--- config.mk ---
export PLATFORM = sky130hd
export DESIGN_NAME = mm_seq
export DESIGN_NICKNAME = d
export VERILOG_FILES = /design/src/rtl/mm_pkg.sv /design/src/rtl/mm_skew_sel.sv /design/src/rtl/mm_seq.sv
export SDC_FILE = /design/constraint.sdc
export NUM_CORES = 1
export LEC_CHECK = 0
export CORE_AREA = 5 5 266 268
export DETAILED_ROUTE_END_ITERATION = 7
export DIE_AREA = 0 0 271 273
export PLACE_DENSITY = 0.65
export SYNTH_ARGS = -nofsm -noshare
export SYNTH_HDL_FRONTEND = slang
export SYNTH_SLANG_ARGS = --single-unit
--- constraint.sdc ---
create_clock -name i_clk -period 5 [get_ports i_clk]
set_input_delay 1 -clock i_clk [delete_from_list [all_inputs] [get_ports i_clk]]
set_output_delay 1 -clock i_clk [all_outputs]
set_load 0.02 [all_outputs]
--- src/rtl/mm_pkg.sv ---
// Shared defaults, FSM state encoding and step-counter sizing for the matrix-multiply sequencer.
package mm_pkg;

  localparam int unsigned MmW = 16;
  localparam int unsigned MmN = 3;

  typedef enum logic [2:0] {
    StIdle,
    StClear,
    StFeed,
    StDrain,
    StCapture,
    StDone
  } mm_state_e;

  // Step counter must hold 0..2n-2; at least one bit.
  function automatic int unsigned cnt_width(input int unsigned n);
    return (n > 1) ? $clog2(2 * n - 1) : 1;
  endfunction

  localparam int unsigned MmKW = cnt_width(MmN);

endpackage

--- src/rtl/mm_skew_sel.sv ---
// Skewed edge-operand selection: row i gets A[i][k-i], column j gets B[k-j][j], zero outside.
module mm_skew_sel #(
  parameter int unsigned W  = 16,
  parameter int unsigned N  = 3,
  parameter int unsigned KW = 3
) (
  input  logic [W*N*N-1:0] a_i,
  input  logic [W*N*N-1:0] b_i,
  input  logic [KW-1:0]    k_i,
  output logic [W*N-1:0]   a_row_o,
  output logic [W*N-1:0]   b_col_o
);

  // Pick the diagonal wavefront element for each edge lane at step k.
  always_comb begin
    int d;
    d       = 0;
    a_row_o = '0;
    b_col_o = '0;
    for (int i = 0; i < int'(N); i++) begin
      d = int'(k_i) - i;
      if (d >= 0 && d < int'(N)) begin
        a_row_o[i*W +: W] = a_i[(i*int'(N)+d)*W +: W];
        b_col_o[i*W +: W] = b_i[(d*int'(N)+i)*W +: W];
      end
    end
  end

endmodule

--- src/rtl/mm_seq.sv ---
// Job sequencer for an external NxN systolic array: snapshots operands, feeds skewed
// edge inputs, drains the pipeline and latches the accumulator matrix as the result.
module mm_seq
  import mm_pkg::*;
#(
  parameter int unsigned W = MmW,
  parameter int unsigned N = MmN
) (
  input  logic             i_clk,
  input  logic             i_rst,
  input  logic             i_en,
  input  logic             i_mode,
  input  logic             i_valid,
  output logic             o_ready,
  input  logic [W*N*N-1:0] i_A,
  input  logic [W*N*N-1:0] i_B,
  output logic [W*N-1:0]   o_a_row,
  output logic [W*N-1:0]   o_b_col,
  output logic             o_pe_en,
  output logic             o_pe_clr,
  input  logic [W*N*N-1:0] i_C,
  output logic [W*N*N-1:0] o_C,
  output logic             o_valid,
  input  logic             i_ready,
  output logic             o_busy
);

  localparam int unsigned KW = cnt_width(N);
  localparam logic [KW-1:0] KFeedLast  = KW'(2 * N - 2);
  localparam logic [KW-1:0] KDrainLast = KW'((N > 1) ? (N - 2) : 0);
  localparam logic [KW-1:0] KOne       = KW'(1);

  mm_state_e          state_q;
  logic [KW-1:0]      k_q;
  logic [W*N*N-1:0]   a_q;
  logic [W*N*N-1:0]   b_q;
  logic               mode_q;
  logic [W*N*N-1:0]   c_q;
  logic               valid_q;
  logic [W*N-1:0]     a_sel;
  logic [W*N-1:0]     b_sel;

  mm_skew_sel #(
    .W  (W),
    .N  (N),
    .KW (KW)
  ) u_skew_sel (
    .a_i     (a_q),
    .b_i     (b_q),
    .k_i     (k_q),
    .a_row_o (a_sel),
    .b_col_o (b_sel)
  );

  // Job FSM with step counter, operand snapshot and result latch; i_en low freezes everything.
  always_ff @(posedge i_clk) begin
    if (i_rst) begin
      state_q <= StIdle;
      k_q     <= '0;
      a_q     <= '0;
      b_q     <= '0;
      mode_q  <= 1'b0;
      c_q     <= '0;
      valid_q <= 1'b0;
    end else if (i_en) begin
      case (state_q)
        StIdle: begin
          if (i_valid) begin
            a_q     <= i_A;
            b_q     <= i_B;
            mode_q  <= i_mode;
            k_q     <= '0;
            state_q <= i_mode ? StFeed : StClear;
          end
        end
        StClear: begin
          k_q     <= '0;
          state_q <= StFeed;
        end
        StFeed: begin
          if (k_q == KFeedLast) begin
            k_q     <= '0;
            state_q <= (N > 1) ? StDrain : StCapture;
          end else begin
            k_q <= k_q + KOne;
          end
        end
        StDrain: begin
          if (k_q == KDrainLast) begin
            k_q     <= '0;
            state_q <= StCapture;
          end else begin
            k_q <= k_q + KOne;
          end
        end
        StCapture: begin
          c_q     <= i_C;
          valid_q <= 1'b1;
          state_q <= StDone;
        end
        StDone: begin
          if (i_ready) begin
            valid_q <= 1'b0;
            state_q <= StIdle;
          end
        end
        default: state_q <= StIdle;
      endcase
    end
  end

  // Handshake and array control; pulses are masked while disabled so the array holds too.
  always_comb begin
    o_ready  = i_en & (state_q == StIdle);
    o_busy   = (state_q != StIdle);
    o_pe_en  = i_en & ((state_q == StFeed) | (state_q == StDrain));
    // Accumulate jobs never enter CLEAR; the mode gate only guards against a stray clear.
    o_pe_clr = i_en & (state_q == StClear) & ~mode_q;
    o_a_row  = (state_q == StFeed) ? a_sel : '0;
    o_b_col  = (state_q == StFeed) ? b_sel : '0;
    o_valid  = valid_q;
    o_C      = c_q;
  end

endmodule

* Yosys cells after proc, flatten, opt, wreduce, memory -nomap -nowiden
Cells that the tools add are included.
W data, S select, Z words.
** Word-level totals
- Register bits :: 440
- Input bits :: 438
- Output and inout port bits :: 245
- Logic and storage cells :: 78
** Operators by class
- Add/sub/neg operators :: 7
- $mul :: 3
- Order comparisons :: 6
- Eq/ne operators :: 11
- Shifts and indexed selects :: 6
- Mux-type cells :: 20
- Bitwise operators :: 6
- Reduce and logical (&&, ||, !) cells :: 12
** Operators by type and width (count)
- $shiftx A144 B33 Y16 :: 5
- $shiftx A144 B8 Y16 :: 1
- $mux W16 :: 6
- $mux W48 :: 2
- $mul A32 B2 Y28 const B :: 2
- $add A2 B28 Y28 const A :: 1
- $add A28 B1 Y28 const B :: 1
- $add A28 B2 Y28 const B :: 1
- $add A3 B28 Y28 const A :: 1
- $mux W3 :: 7
- $pmux W3 S6 :: 1
- $pmux W3 S4 :: 1
- $eq A3 B3 Y1 const B :: 3
- $reduce_and A3 Y1 :: 3
- $ge A4 B1 Y1 const B :: 2
- $lt A4 B3 Y1 const B :: 2
- $ne A2 B2 Y1 const B :: 4
- $eq A3 B1 Y1 const B :: 2
- $eq A3 B2 Y1 const B :: 2
- $mul A3 B2 Y5 const B :: 1
- $reduce_and A5 Y1 :: 1
- $and A1 B1 Y1 :: 4
- $reduce_bool A4 Y1 :: 1
- $sub A3 B1 Y4 const B :: 1
- other kinds (14) :: 16

* Logic depth before layout (Yosys ltp)
Gate-level depths: netlist (run 1).
- Word-level depth :: 6
- Mapped depth :: 15

* Modules after synthesis
A second synthesis (run 1) with hierarchy kept.
** Second synthesis, totals
- Cells, all modules :: 2746
- Area total of the unflattened synthesis :: 22186.3 um2
** Modules (own cells, without submodules)
- mm_seq :: instances 1, cells an instance 2051, area each 16077.9 um2, sequential area each 8808.4 um2
- mm_skew_sel :: instances 1, cells an instance 695, area each 6108.4 um2, sequential area each 0.0 um2

* Worst setup path after synthesis (run 1)
OpenSTA, ideal clock, no wires.
- Kind :: reg-to-output
- From :: reg k_q[0]
- To :: out o_a_row[22]
- Arrival time :: 3752 ps
- Setup slack :: 248 ps
- Stages on the path, launching flop included :: 16
- Cells stage by stage :: dfxtp_1 buf_2 inv_1 clkbuf_1 clkbuf_1 ha_1 clkbuf_1 clkbuf_1 inv_1 ha_1 nor3b_1 a21oi_1 mux2i_1 a21oi_1 clkbuf_1 a221oi_1
** Between the ends
- Cells in the longest elaborated chain, start to end :: 5
- Elaborated cells between the ends (all ways) :: 8
- Those cells by class :: add/sub: 2; order compare: 2; shift: 1; mux: 2; reduce/logical: 1
** RTL lines
- start, declared :: line mm_seq.sv:34 : logic [KW-1:0] k_q;
- start signal, assigned :: line mm_seq.sv:85 : k_q <= k_q + KOne;
- start signal, assigned :: line mm_seq.sv:93 : k_q <= k_q + KOne;
- $sub A3 B1 Y4 * :: line mm_skew_sel.sv:21 : d = int'(k_i) - i;
- $add A2 B28 Y28 (tied with other cells) :: line mm_skew_sel.sv:23 : a_row_o[i*W +: W] = a_i[(i*int'(N)+d)*W +: W];
- $shiftx A144 B33 Y16 or $logic_and A1 B1 Y1 (tied branches) :: line mm_skew_sel.sv:23, mm_skew_sel.sv:22
- $mux W16 * :: line mm_skew_sel.sv:22 : if (d >= 0 && d < int'(N)) begin
- $mux W48 * :: line mm_seq.sv:119 : o_a_row = (state_q == StFeed) ? a_sel : '0;
- end, declared :: line mm_seq.sv:17 : output logic [W*N-1:0] o_a_row,
Mark *: on every way between the ends. The rest lies on a longest branch, timed or not.

* Worst setup path in the final report (run 1)
- From :: reg k_q[1]
- To :: out o_b_col[22]
** Between the ends
- Cells in the longest elaborated chain, start to end :: 6
- Elaborated cells between the ends (all ways) :: 9
- Those cells by class :: add/sub: 2; mul: 1; order compare: 2; shift: 1; mux: 2; reduce/logical: 1
** RTL lines
- $sub A3 B1 Y4 * :: line mm_skew_sel.sv:21
- $mul A32 B2 Y28 :: line mm_skew_sel.sv:24 : b_col_o[i*W +: W] = b_i[(d*int'(N)+i)*W +: W];
- $add A28 B1 Y28 :: line mm_skew_sel.sv:24
- $shiftx A144 B33 Y16 :: line mm_skew_sel.sv:24
- $mux W16 * :: line mm_skew_sel.sv:22
- $mux W48 * :: line mm_seq.sv:120 : o_b_col = (state_q == StFeed) ? b_sel : '0;
- end, declared :: line mm_seq.sv:18 : output logic [W*N-1:0] o_b_col,
Marked as above.

==> results of run 1 <==
-- sequential cells by signal (all words and copies together) (netlist names) --
register	count
state_q	3
o_valid	1
o_C	144
mode_q	1
k_q	3
a_q	144
b_q	144
-- per-stage QoR --
stage	std cells	util (%)	power, uW	setup WS, ns
after CTS	4082	44.55	9146	0.001200
after global placement	3986	41.71	4842	0.4755
final	4106	44.69	9059	0.2210
after floorplan	2584	-	4264	0.2475
after global routing	4102	44.68	9389	0.002137
after detailed placement	3986	41.71	4854	0.3548
-- cell usage after synthesis, types with 3 or more instances --
master     count  share of area (%)
a31oi_1       17               0.51
buf_2         82                2.0
o21ai_1       11               0.26
mux2_2        47                2.5
nand2_1      939                 17
o211ai_1       4               0.14
o21ai_0       44                1.1
mux2i_1       97                4.6
ha_1          19                1.1
buf_4         11               0.40
buf_1         10               0.18
buf_6          5               0.27
nand3_1        6               0.14
o2bb2ai_1     32                1.3
nor2_1        78                1.4
and3_1         5               0.15
nor3_1         3              0.072
a22oi_1       16               0.58
inv_1         15               0.27
mux4_2        77                8.3
clkbuf_1     109                2.0
a211oi_1      18               0.65
a21oi_1      447                 11
nor3b_1        3               0.11
a221oi_1      16               0.67
nand2b_1       4               0.12
dfxtp_1      440                 42
-- per-layer routing --
layer	share of wire [%]	wire, um	vias up
met4	3.0	2774	8
met5	0.058	53	-
met2	47	43190	906
li1	-	-	9952
met3	8.6	7888	143
met1	41	38170	9969
-- power by group through the flow --
stage          clock network (uW)  registers, uW  logic [uW]
2_1_floorplan                   0           3780         483
5_1_grt                      4510           3770        1110
6_report                     4270           3760        1030
3_3_place_gp                    0           3830        1010
4_1_cts                      4360           3760        1030
3_5_place_dp                    0           3830        1020
-- critical path: cells and delay by family (launching register included) --
| family | cells | cell delay, ns |
|---|---|---|
| AOI/OAI and AO/OA | 3 | 0.52 |
| xor gates and xnor gates | 1 | 0.12 |
| adders and majority gates | 2 | 0.73 |
| buffers and inverters | 3 | 1.15 |
| and+or+nand+nor | 2 | 0.30 |
| DFF | 1 | 0.34 |
-- area by class of cell --
type,instances,area [um2],share of cell area (%)
Multi-Input combinational cell,1909,11050,36.31
Sequential cell,440,8816,28.96
Timing Repair Buffer,739,7427,24.40
Clock buffer,70,1459,4.793
Tap cell,882,1104,3.626
Clock inverter,26,459.2,1.509
Inverter,16,60.06,0.1973
Antenna cell,24,60.06,0.1973
-- repair_timing --
action	4_1_cts	5_1_grt
resized for setup	4	12
hold buffers	0	0
buffers inserted	0	0
endpoints found under the setup margin	16	40
-- how the worst min path moves through the flow --
stage,start,to,slack [ns],cells past startpoint
2_1_floorplan,b_q[79],b_q[79],0.43,2
3_3_place_gp,a_q[28],a_q[28],0.44,2
3_5_place_dp,a_q[72],a_q[72],0.44,2
4_1_cts,a_q[72],a_q[72],0.45,2
5_1_grt,a_q[80],a_q[80],0.46,2
6_report,a_q[8],a_q[8],0.45,2
-- cell families after synthesis --
group                      share of synthesized area [%]
and+or+nand+nor                                    19.38
AOI/OAI and AO/OA                                  16.28
DFF                                                42.17
buffers and inverters                              5.175
muxes                                              15.48
adders and majority gates                          1.138
xor gates and xnor gates                          0.3714
==> impl_metrics.toml, run 1 <==
[run_status]
outcome = "finished clean"

[sta]
hold_violations = 0
holdWs_ns = 0.4510
fmaxAchievable_ghz = 0.2092
period_needed_ns = 4.779
fin_setup_tns_ns = 0
slew_headroom_pct = 26.32
worst_slew_pin_slew_ns = 1.091
skew_ns = 0.01740
maxSlewViolCount = 0
grt_setup_unrepaired = "false"
post-route-period-util_pct = 95.58
finalSetupViolCount = 0

[global_route]
grt-busiest-layer = "met2"
antenna_found_initial = 31
globalRouteMet1Util_pct = 30.51
grt_pass1_wl_um = 131400
grt_util_met2_pct = 37.47
grt_max_degree = 146
use_met3_pct = 6.023
overflow = 0
grt_use_total_pct = 23.29
grt_pass1_vias = 19680

[yosys]
syn_avg_cell_area_um2 = 8.083
synth_edf_count = 0
yosysWarnings = 0
synth-seq-area-share_pct = 42.17
yosys.cell_types.count = 53
synth.cell_area_um2 = 20890
syn_nets = 3041
ys_ff_latch = 440
synth_flop_cell = "dfxtp_1"
syn_inst = 2584
async_reset_ff_share_pct = 0

[worst_hold_path]
min_path_type = "flip-flop to flip-flop"

[critical_path]
timing.rr.end = "b_q[113]"
crit_path_start = "k_q[1]"
crit_fanout = 16
path_cells = "inv_1, ha_2, xor2_2, ha_1, o21ba_2, o21ai_0, nand3_1, nor3_2, buf_4, o2bb2ai_1, clkdlybuf4s50_1"
critical-path-slowest-cell = "clkdlybuf4s50_1"
crit_end = "o_b_col[22]"
end_kind = "primary output"
setup.worst_path.start_class = "flip-flop"
crit_type = "flip-flop to primary output"
r2r_start = "state_q[0]"
rrSetupSlack_ns = 2.48
arrival_ns = 3.78
cpPeakStageDelay_ns = 0.63
r2r_cells = 6
critPathRequiredTime_ns = 4.00

[floorplan]
start_util_pct = 30.67
io_pins = 683
die_width_um = 271
core_area_um2 = 68110
die-area_um2 = 73980
dieHeight_um = 273
rows = 96

[power_and_ir_drop]
p_leak_uw = 0.01035
peakVddDrop_uv = 244.0
power_density_nw_per_um2 = 297.6
combPwrFrac_pct = 11.4
p_int_uw = 6846
switching_power_uw = 2214
switching_share_pct = 24.43
p_seq_share_pct = 41.5
pwr-share-clk_pct = 47.1

[clock_tree]
clk_pin_slew_ns = 0.06
cts_sinks = 440
cts_root_buf = "clkbuf_16"
cts_tree = "built"
numCtsBuffers = 51
clk_latency_ns = 0.60
htree_num_levels = 2
cts_buffer_depth = 3

[drt]
vias = 20980
drc = 0
wl_per_cell_um = 22.43
ant_nets = 0
routed_wirelength_um = 92080
vias_per_cell = 5.109
drt-pass1-iter-count = 5
initialDrtViolationCount = 1891

[final_layout]
layout_common_cells = "nand2_1, clkdlybuf4s50_1, a21oi_1, dfxtp_1, mux2i_1"
final_common_cell = "nand2_1"
fillers = 6712
area_growth_pct = 45.72
fin_area_um2 = 30440
layout.nets = 3614
layout-drive-gt1-share_pct = 9.188

[placement]
post_dp_cell_area_um2 = 28400
dp_hpwl_um = 69440
gp_congestion = 0.9119
numPortBuffers = 682

[run]
drv_cap = 0
Power figures use the tool's default switching activity.
==> run 2: changes to the inputs <==
--- a/config.mk
+++ b/config.mk
@@ -9,6 +9,7 @@
 export DETAILED_ROUTE_END_ITERATION = 7
 export DIE_AREA = 0 0 271 273
 export PLACE_DENSITY = 0.65
+export SLEW_MARGIN = 20
 export SYNTH_ARGS = -nofsm -noshare
 export SYNTH_HDL_FRONTEND = slang
 export SYNTH_SLANG_ARGS = --single-unit
==> results of run 2 <==
Final layout, timing and power as in run 1 (identical DEF).
==> run 3: changes to the inputs <==
==> constraint.sdc (replaced) <==
create_clock -name i_clk -period 5.35 [get_ports i_clk]
set_input_delay 1.07 -clock i_clk [delete_from_list [all_inputs] [get_ports i_clk]]
set_output_delay 1.07 -clock i_clk [all_outputs]
set_load 0.02 [all_outputs]
==> impl_metrics.toml, run 3 (same netlist as run 1, synthesis figures left out) <==
[clock_tree]
numCtsBuffers = 51
cts_sinks = 440
post_cts_buffers = 0
cts_buffer_depth = 3
cts_hold_buf = 0
clk_pin_slew_ns = 0.06
cts_root_buf = "clkbuf_16"
clk_latency_ns = 0.60
cts_tree = "built"
htree_num_levels = 2

[final_layout]
layout-drive-gt1-share_pct = 8.726
layout.nets = 3604
layout_common_cells = "nand2_1, clkdlybuf4s50_1, a21oi_1, dfxtp_1, mux2i_1"
final_common_cell = "nand2_1"
area_growth_pct = 44.66
fillers = 6768

[power_and_ir_drop]
switching_power_uw = 2040
p_int_uw = 6260
peakVddDrop_uv = 273.0
pwr-share-clk_pct = 46.2
total_power_uw = 8300
p_leak_uw = 0.01021
p_seq_share_pct = 42.4
switching_share_pct = 24.58
power_density_nw_per_um2 = 274.7
combPwrFrac_pct = 11.4

[sta]
period_needed_ns = 5.219
holdWs_ns = 0.4508
grt_setup_unrepaired = "true"
fmaxAchievable_ghz = 0.1916
slew_headroom_pct = 31.93
finalSetupViolCount = 0
post-route-period-util_pct = 97.56
skew_ns = 0.009271
hold_violations = 0
maxSlewViolCount = 0
worst_slew_pin_slew_ns = 1.021

[global_route]
grt_pass1_wl_um = 131800
grt_pass1_vias = 19590
overflow = 0
antenna_found_initial = 32
grt_max_degree = 131
grt_use_total_pct = 23.38

[placement]
numPortBuffers = 682
gp_congestion = 0.9223
dp_hpwl_um = 69440

[critical_path]
critPathRequiredTime_ns = 4.28
end_kind = "primary output"
r2r_cells = 6
timing.rr.end = "a_q[90]"
arrival_ns = 4.15
crit_fanout = 16
rrSetupSlack_ns = 2.67
crit_type = "flip-flop to primary output"
r2r_start = "state_q[0]"
setup.worst_path.start_class = "flip-flop"

[worst_hold_path]
hold_depth = 2
min_path_type = "flip-flop to flip-flop"
min_to = "o_C[80]"
min_from = "o_C[80]"

[run]
drv_cap = 0

[drt]
vias_per_cell = 5.095
vias = 20830
initialDrtViolationCount = 1758
routed_wirelength_um = 92190
wl_per_cell_um = 22.56
drc = 0
drt-pass1-iter-count = 6
ant_nets = 0

[floorplan]
rows = 96
dieHeight_um = 273
core_area_um2 = 68110
start_util_pct = 30.67
io_pins = 683
die_width_um = 271
die-area_um2 = 73980

[run_status]
outcome = "finished clean"
run 3: cell types whose count changed in the layout (fill, tap and decap cells not counted), sizes merged:
cell,delta
buf,-10
bufinv,-4
clkdlybuf4s50,+2
diode,-5
inv,-2
clkbuf,+4
clkinvlp,-1
dlymetal6s2s,-2
clkinv,-1
run 3: layer usage:
metal	GRT usage [%]	vias up	part of all wire [%]
met5	0	-	0.087
li1	-	9928	-
met2	36.95	845	46
met4	9.260	12	3.9
met3	6.787	173	8.4
met1	30.23	9867	41
run 3: power by group through the flow:
stage,Sequential (uW),Clock [uW],Combinational [uW]
after floorplan,3530,0,451
after global placement,3580,0,936
after detailed placement,3580,0,944
after CTS,3510,3920,948
after global routing,3530,4050,1020
final,3520,3830,948
run 3: layout make-up:
type	count	area (um2)	share of cell area (%)
multi-input cells	1909	11040	36.55
flip-flops and latches	440	8816	29.18
repair buffers	729	7307	24.18
clock buffers	74	1525	5.048
well taps	882	1104	3.652
clock inverters	18	311.5	1.031
inverters	16	60.06	0.1988
diodes	19	47.55	0.1574
run 3: critical path, stage by stage, from the launching register on:
cell	delay (ns)
dfxtp_4	0.36
inv_1	0.25
ha_1	0.39
xor2_1	0.19
ha_1	0.28
nor3b_1	0.22
a21oi_1	0.06
mux2i_1	0.14
a21oi_1	0.07
buf_4	0.23
a221oi_1	0.62
clkdlybuf4s50_1	0.73
run 3: what timing repair did:
item / 4_1_cts / 5_1_grt
resized for setup: 1 / 4
cloned: 0 / 0
endpoints found under the setup margin: 5 / 9
run 3: worst max path at each step:
stage	start	end	cells past startpoint	slack [ns]
after floorplan	k_q[0]	o_a_row[22]	15	0.53
after global placement	k_q[1]	o_b_col[31]	10	0.57
after detailed placement	k_q[1]	o_b_col[31]	10	0.51
after CTS	k_q[0]	o_a_row[31]	8	0.13
after global routing	k_q[0]	o_a_row[23]	11	-0.002
final	k_q[0]	o_a_row[23]	11	0.13
run 3: through the flow:
step | cells | cell area [um2] | setup WS (ns) | setup TNS (ns) | utilization (%)
final | 4087 | 30220 | 0.1306 | 0 | 44.37
after global routing | 4086 | 30210 | -0.002026 | -0.002026 | 44.36
after CTS | 4068 | 30140 | 0.1314 | 0 | 44.26
after detailed placement | 3976 | 28300 | 0.5143 | 0 | 41.56
after global placement | 3976 | 28300 | 0.5664 | 0 | 41.56
after floorplan | 2584 | 20890 | 0.5275 | 0 | -
